`src/rtl/feature_pkg.sv`:
```
// -----------------------------------------------------------------------------
// feature_pkg
//   Shared definitions for the feature element-wise datapath:
//     - mode_e          : operation encodings carried on mode_in
//     - sat_bound_t     : wide signed type used to build saturation bounds
//     - sat_hi / sat_lo : largest / smallest value representable in a signed
//                         field of the given width, used as clamp limits
// -----------------------------------------------------------------------------
package feature_pkg;

  typedef enum logic [1:0] {
    MODE_ADD  = 2'd0,
    MODE_SUB  = 2'd1,  // x1 - x2
    MODE_MAX  = 2'd2,  // signed max(x1, x2)
    MODE_RSVD = 2'd3   // reserved, executes as ADD
  } mode_e;

  // Wide enough for any practical lane width; callers slice what they need.
  localparam int SAT_CALC_WIDTH = 65;
  typedef logic signed [SAT_CALC_WIDTH-1:0] sat_bound_t;

  // 2^(width-1) - 1
  function automatic sat_bound_t sat_hi(input int width);
    sat_bound_t one;
    one = sat_bound_t'(1);
    return (one <<< (width - 1)) - one;
  endfunction

  // -2^(width-1)
  function automatic sat_bound_t sat_lo(input int width);
    sat_bound_t one;
    one = sat_bound_t'(1);
    return -(one <<< (width - 1));
  endfunction

endpackage

```
`src/rtl/feature_eltwise_lane.sv`:
```
// -----------------------------------------------------------------------------
// feature_eltwise_lane
//   One lane of the element-wise pipeline. Stage 1 registers the operation
//   result one bit wider than the operands so ADD/SUB never wrap; stage 2
//   registers the result clamped back into FEATURE_WIDTH bits.
//
//   Build option: define FEATURE_ELTWISE_RELU_EN to clamp negative saturated
//   results to zero in stage 2 (latency unchanged).
//
//   Ports
//     system_clk, rst_n : clock, asynchronous active-low reset
//     s1_en             : load stage 1 with the current operands (beat accepted)
//     s2_en             : load stage 2 from stage 1
//     mode_in           : mode_e encoding, used when s1_en is high
//     x1_in, x2_in      : signed operands
//     y_out             : stage 2 result
// -----------------------------------------------------------------------------
module feature_eltwise_lane
  import feature_pkg::*;
#(
  parameter int FEATURE_WIDTH = 16
) (
  input  logic                     system_clk,
  input  logic                     rst_n,
  input  logic                     s1_en,
  input  logic                     s2_en,
  input  logic [1:0]               mode_in,
  input  logic [FEATURE_WIDTH-1:0] x1_in,
  input  logic [FEATURE_WIDTH-1:0] x2_in,
  output logic [FEATURE_WIDTH-1:0] y_out
);

  localparam sat_bound_t SAT_HI_FULL = sat_hi(FEATURE_WIDTH);
  localparam sat_bound_t SAT_LO_FULL = sat_lo(FEATURE_WIDTH);
  localparam logic signed [FEATURE_WIDTH:0] SAT_HI = SAT_HI_FULL[FEATURE_WIDTH:0];
  localparam logic signed [FEATURE_WIDTH:0] SAT_LO = SAT_LO_FULL[FEATURE_WIDTH:0];

  logic signed [FEATURE_WIDTH:0]   x1_w;
  logic signed [FEATURE_WIDTH:0]   x2_w;
  logic signed [FEATURE_WIDTH:0]   wide_calc;
  logic signed [FEATURE_WIDTH:0]   wide_d;
  logic signed [FEATURE_WIDTH:0]   wide_q;
  logic signed [FEATURE_WIDTH-1:0] y_sat;
  logic        [FEATURE_WIDTH-1:0] y_d;
  logic        [FEATURE_WIDTH-1:0] y_q;

  // Stage 1: compute at FEATURE_WIDTH+1 bits.
  always_comb begin
    // NOTE: every variable assigned in always_comb gets a value on every path
    // (here via the defaults below) so no latch is inferred.
    wide_calc = '0;
    x1_w      = {x1_in[FEATURE_WIDTH-1], x1_in};
    x2_w      = {x2_in[FEATURE_WIDTH-1], x2_in};
    case (mode_e'(mode_in))
      MODE_SUB: wide_calc = x1_w - x2_w;
      MODE_MAX: wide_calc = (x1_w > x2_w) ? x1_w : x2_w;
      default:  wide_calc = x1_w + x2_w;  // ADD and reserved
    endcase
    wide_d = s1_en ? wide_calc : wide_q;
  end

  // Stage 2: clamp into the representable range, optional ReLU.
  always_comb begin
    if (wide_q > SAT_HI) begin
      y_sat = SAT_HI[FEATURE_WIDTH-1:0];
    end else if (wide_q < SAT_LO) begin
      y_sat = SAT_LO[FEATURE_WIDTH-1:0];
    end else begin
      y_sat = wide_q[FEATURE_WIDTH-1:0];
    end
`ifdef FEATURE_ELTWISE_RELU_EN
    if (y_sat[FEATURE_WIDTH-1]) begin
      y_sat = '0;
    end
`endif
    y_d = s2_en ? y_sat : y_q;
  end

  // NOTE: datapath registers are reset here because the result bus must read
  // zero after reset; pure pipeline data that nobody observes could skip it.
  always_ff @(posedge system_clk or negedge rst_n) begin
    if (!rst_n) begin
      wide_q <= '0;
      y_q    <= '0;
    end else begin
      // NOTE: sequential state uses non-blocking assignments so every flop
      // samples pre-edge values regardless of statement order.
      wide_q <= wide_d;
      y_q    <= y_d;
    end
  end

  assign y_out = y_q;

endmodule

```
`src/rtl/feature_eltwise.sv`:
```
// -----------------------------------------------------------------------------
// feature_eltwise
//   Two-stage element-wise ADD / SUB / MAX over LANES signed lanes with
//   saturation, valid/ready handshaking on both sides and a per-tile beat
//   counter that marks the final beat of each tile with feature_last_out.
//
//   Build option: FEATURE_ELTWISE_RELU_EN (see feature_eltwise_lane).
//
//   Ports
//     system_clk, rst_n        : clock, asynchronous active-low reset
//     mode_in                  : 0 ADD, 1 SUB, 2 MAX, 3 ADD; per accepted beat
//     beat_total_in            : beats per tile, sampled on a tile's first beat
//                                (0 behaves as 1)
//     feature_x1_in/x2_in      : operands, lane i at [FEATURE_WIDTH*i +: FEATURE_WIDTH]
//     feature_x_valid_in/ready_out : input handshake
//     feature_data_out         : saturated results, same packing
//     feature_data_valid_out/ready_in : output handshake
//     feature_last_out         : result is the final beat of its tile
// -----------------------------------------------------------------------------
module feature_eltwise
  import feature_pkg::*;
#(
  parameter int FEATURE_WIDTH = 16,
  parameter int LANES         = 8,
  parameter int CNT_WIDTH     = 16
) (
  input  logic                             system_clk,
  input  logic                             rst_n,
  input  logic [1:0]                       mode_in,
  input  logic [CNT_WIDTH-1:0]             beat_total_in,
  input  logic [FEATURE_WIDTH*LANES-1:0]   feature_x1_in,
  input  logic [FEATURE_WIDTH*LANES-1:0]   feature_x2_in,
  input  logic                             feature_x_valid_in,
  output logic                             feature_x_ready_out,
  output logic [FEATURE_WIDTH*LANES-1:0]   feature_data_out,
  output logic                             feature_data_valid_out,
  input  logic                             feature_data_ready_in,
  output logic                             feature_last_out
);

  logic                 s1_valid_d, s1_valid_q;
  logic                 s1_last_d,  s1_last_q;
  logic                 s2_valid_d, s2_valid_q;
  logic                 s2_last_d,  s2_last_q;
  logic [CNT_WIDTH-1:0] beat_cnt_d, beat_cnt_q;
  logic [CNT_WIDTH-1:0] beat_total_d, beat_total_q;

  logic                 s1_adv;
  logic                 s2_adv;
  logic                 accept;
  logic                 s2_load;
  logic [CNT_WIDTH-1:0] tile_total;
  logic                 beat_is_last;

  // Handshake: a stage may take new data when it is empty or is itself
  // emptying this cycle, so ready ripples back combinationally from
  // feature_data_ready_in and a full pipe still streams one beat per cycle.
  always_comb begin
    s2_adv              = !s2_valid_q || feature_data_ready_in;
    s1_adv              = !s1_valid_q || s2_adv;
    feature_x_ready_out = !s1_valid_q || s1_adv;
    accept              = feature_x_valid_in && feature_x_ready_out;
    s2_load             = s2_adv && s1_valid_q;
  end

  // Tile counter. On the first beat of a tile the live beat_total_in is used;
  // later beats use the copy latched on that first beat.
  always_comb begin
    tile_total = (beat_cnt_q == '0) ? beat_total_in : beat_total_q;
    if (tile_total == '0) begin
      tile_total = CNT_WIDTH'(1);
    end
    beat_is_last = (beat_cnt_q == tile_total - CNT_WIDTH'(1));

    beat_cnt_d   = beat_cnt_q;
    beat_total_d = beat_total_q;
    if (accept) begin
      beat_total_d = tile_total;
      beat_cnt_d   = beat_is_last ? '0 : beat_cnt_q + CNT_WIDTH'(1);
    end
  end

  // Stage valid/last tracking; last follows its data through both stages.
  always_comb begin
    s1_valid_d = s1_adv ? accept : s1_valid_q;
    s1_last_d  = accept ? beat_is_last : s1_last_q;
    s2_valid_d = s2_adv ? s1_valid_q : s2_valid_q;
    s2_last_d  = s2_load ? s1_last_q : s2_last_q;
  end

  always_ff @(posedge system_clk or negedge rst_n) begin
    if (!rst_n) begin
      s1_valid_q   <= 1'b0;
      s1_last_q    <= 1'b0;
      s2_valid_q   <= 1'b0;
      s2_last_q    <= 1'b0;
      beat_cnt_q   <= '0;
      beat_total_q <= '0;
    end else begin
      s1_valid_q   <= s1_valid_d;
      s1_last_q    <= s1_last_d;
      s2_valid_q   <= s2_valid_d;
      s2_last_q    <= s2_last_d;
      beat_cnt_q   <= beat_cnt_d;
      beat_total_q <= beat_total_d;
    end
  end

  assign feature_data_valid_out = s2_valid_q;
  assign feature_last_out       = s2_last_q;

  for (genvar i = 0; i < LANES; i++) begin : g_lane
    feature_eltwise_lane #(
      .FEATURE_WIDTH (FEATURE_WIDTH)
    ) u_lane (
      .system_clk (system_clk),
      .rst_n      (rst_n),
      .s1_en      (accept),
      .s2_en      (s2_load),
      .mode_in    (mode_in),
      .x1_in      (feature_x1_in[FEATURE_WIDTH*i +: FEATURE_WIDTH]),
      .x2_in      (feature_x2_in[FEATURE_WIDTH*i +: FEATURE_WIDTH]),
      .y_out      (feature_data_out[FEATURE_WIDTH*i +: FEATURE_WIDTH])
    );
  end

endmodule

```
`config.mk`:
```
export PLATFORM = sky130hd
export DESIGN_NAME = feature_eltwise
export DESIGN_NICKNAME = d
export VERILOG_FILES = /design/src/rtl/feature_pkg.sv /design/src/rtl/feature_eltwise_lane.sv /design/src/rtl/feature_eltwise.sv
export SDC_FILE = /design/constraint.sdc
export NUM_CORES = 1
export LEC_CHECK = 0
export BUFFER_PORTS_ARGS = -buffer_cell sky130_fd_sc_hd__buf_2
export CAP_MARGIN = 10
export CORE_MARGIN = 4
export CORE_UTILIZATION = 59
export CTS_CLUSTER_SIZE = 28
export DETAILED_ROUTE_END_ITERATION = 10
export GPL_TIMING_DRIVEN = 0
export PLACE_DENSITY = 0.88
export SLEW_MARGIN = 20
export SYNTH_ARGS = -nofsm -noshare
export SYNTH_HDL_FRONTEND = slang
export SYNTH_SLANG_ARGS = --single-unit
```
`constraint.sdc`:
```
create_clock -name system_clk -period 5.7 [get_ports system_clk]
set_input_delay 1.14 -clock system_clk [delete_from_list [all_inputs] [get_ports system_clk]]
set_output_delay 1.14 -clock system_clk [all_outputs]
set_load 0.03 [all_outputs]
```
==> out/qor.txt <==
HP Class = in -> async
Die Height = 229 µm
Core ar. = 0.0480 mm²
Area Growth Syn to Fin = 14.7%
Lkg Pwr = 15.0 nW
Full die area = 0.0526 mm²
Synth cell types = 89
Most frequent cell after synthesis = nand2_1
# rows = 80
Worst Max-Slew Pin Slew = 1350 ps
Sink Count = 300
Count of cells resized by post-cts repair = 0
Gate Count Post-Synth = 3552
Avg Cell Area, Syn = 8.13 µm²
Post-synthesis sequential area ratio = 0.260
GRT Overall Usage = 0.414
Critical path class = reg -> reg
H-Tree Depth = 2
Post-CTS Setup Bufs = 0
IO Count = 409
Routed via count = 31202
Placed cell area = 0.0318 mm²
Number of buffers added on ports = 408
Ys Warns = 0
DRC = 0
Leading area contributor after synthesis = dfrtp_1
Ys async rst share = 1.00
DRT Pass-1 Iters = 6
Startpoint types = flop
Pwr Density = 333 mW/mm²
Synth top area cells = dfrtp_1 26%, ha_1 11%, mux2_2 5.6%, o21ai_0 4.3%, nand2_1 4.3%
Via density = 6.67
Fmax = 202 MHz
Final Skew = 34.6 ps
M3 GR Usage = 0.138
Final ANT Viol Nets = 0
Nets@finish = 4559
Final core occ = 0.690
Reg2reg setup slack = 740 ps
Critical R2R Launch = beat_cnt_q[0]
Number of synthesized flops with an enable pin = 0
Gpl congestion = 1.01
Yosys top cell area share = 0.260
Vias in the first global route = 29180
Setup TNS = 0 ps
Status = finished, final reports clean
Met1 Use GR = 0.510
Final Cycle Share = 0.869
Mapped Nets = 4107
Drt wl/cell = 24.6 µm
Top_reg_cell synth = dfrtp_1
Final setup vio count = 0
Post-DP HPWL = 85.1 mm
Cts hold-fix bufs = 0
Top cells by count, synth = 329 x nand2_1, 310 x nor2_1, 300 x dfrtp_1
Seq cells post-synth = 300
Initial Utilization = 0.601
Root Driver = clkbuf_16
Drt total wl = 115 mm
Inserted Clock Buffers = 38
Largest net degree at the start of global routing = 91
Final hold viol count = 0
Pins Over Slew Limit = 0
RSZ-0062 raised after global routing = no
Tmin final = 4960 ps
Synth Cell Area = 0.0289 mm²
CTS tree = built
Hold WS = 449 ps
Iter 0 DRT Violations = 4248
GR peak layer = met2
First-pass GRT wire length = 170 mm
Max IR drop VDD = 0.306 mV
Reported max-cap violation count = 0
Share of post-route cells with drive strength above 1 = 0.173
Reg clk slew, reported paths = 60 ps
Max-slew headroom = 0.101
CTS max path bufs = 3
Crit path required time = 6180 ps
GRT overflow = 0
Crit end category = flop
Worst-skew pair later-pin latency = 610 ps
Final Cell Area = 0.0331 mm²
WP data arrival = 5440 ps
CP Max Fanout = 10
Met2 Usage GRT = 0.606
Die width = 229 µm
Antenna violations before repair = 37
Worst setup path start = beat_cnt_q[0]
[stage by stage]
| stage | setup WS [ps] | std cells | total power (W) |
|---|---|---|---|
| after floorplan | 1450 | 3552 | 0.00668 |
| after global placement | -2260 | 4575 | 0.00822 |
| after detailed placement | 727 | 4579 | 0.00836 |
| after CTS | 825 | 4647 | 0.0108 |
| after global routing | 407 | 4664 | 0.0115 |
| final | 744 | 4676 | 0.0110 |
[layer usage]
| layer | vias to the layer above | wire (µm) |
|---|---|---|
| li1 | 13673 | - |
| met1 | 14541 | 42000 |
| met2 | 2273 | 46900 |
| met3 | 693 | 15600 |
| met4 | 22 | 10300 |
| met5 | - | 136 |
[critical path, stage by stage (launching register included)]
cell      delay [ps]
dfrtp_1          430
inv_1            130
ha_1             160
nor4b_4          280
nand4_2          300
clkbuf_1         310
a211oi_1         240
a21o_1           190
ha_1             220
or3b_2           510
nor3_1           370
nand2_1          100
o311ai_1         240
o21ai_0          160
a311oi_2         270
nand4_1          250
nor4_4           410
buf_6            210
nor2_1            50
[cells by family (layout without fill, tap and decap cells)]
family | Yosys count | after routing | synth area share
XOR/XNOR | 201 | 201 | 0.0612
flip-flops | 300 | 300 | 0.260
AND/OR/NAND/NOR | 1001 | 1001 | 0.160
other | 0 | 29 | 0
AO/OA/AOI/OAI | 1014 | 1014 | 0.232
adder cells (fa/ha/maj) | 337 | 337 | 0.145
multiplexers | 196 | 196 | 0.0742
buffers and inverters | 503 | 983 | 0.0679
[power by group]
part           leakage, nW  switching, W  internal, W  total [W]
sequential            3.58      0.000539      0.00279    0.00332
combinational         10.8       0.00333      0.00188    0.00522
clock                0.597       0.00107      0.00143    0.00250
[path summary, 6_finish.rpt]
path | end | depth (start not counted)
max in group asynchronous | g_lane[3].u_lane.y_out[1] | 4
min reg2reg | g_lane[2].u_lane.y_out[4] | 2
max reg2reg | beat_cnt_q[12] | 18
max | beat_cnt_q[12] | 18
min | beat_total_q[11] | 1
min in group system_clk | g_lane[2].u_lane.y_out[4] | 2
[final cells by class]
type	count	area, µm²
timing repair buffer	412	2150
antenna	29	72.6
clock inverter	13	148
sequential	300	7510
clock buffer	55	1090
fill	3992	14900
multi-input combinational	2749	19400
buffer	240	980
inverter	263	987
tap	615	769
[placed cells by master, fill, tap and decap left out, types with 76 or more instances in the layout]
master / count
buf_2: 430
nand2_1: 329
nor2_1: 309
dfrtp_1: 300
inv_1: 261
ha_1: 261
o21ai_0: 249
a21oi_1: 229
clkbuf_1: 204
mux2_2: 144
xnor2_1: 137
nor3_1: 82
a221oi_1: 76
[registers in the layout, indices dropped and copies added, names as in the netlist]
signal and flops:
s1_valid_q 1, beat_cnt_q 16, g_lane.u_lane.y_out 128, g_lane.u_lane.wide_q 136, s1_last_q 1, beat_total_q 16, feature_last_out 1, feature_data_valid_out 1
Note: power is estimated with default switching activity, not from simulation.
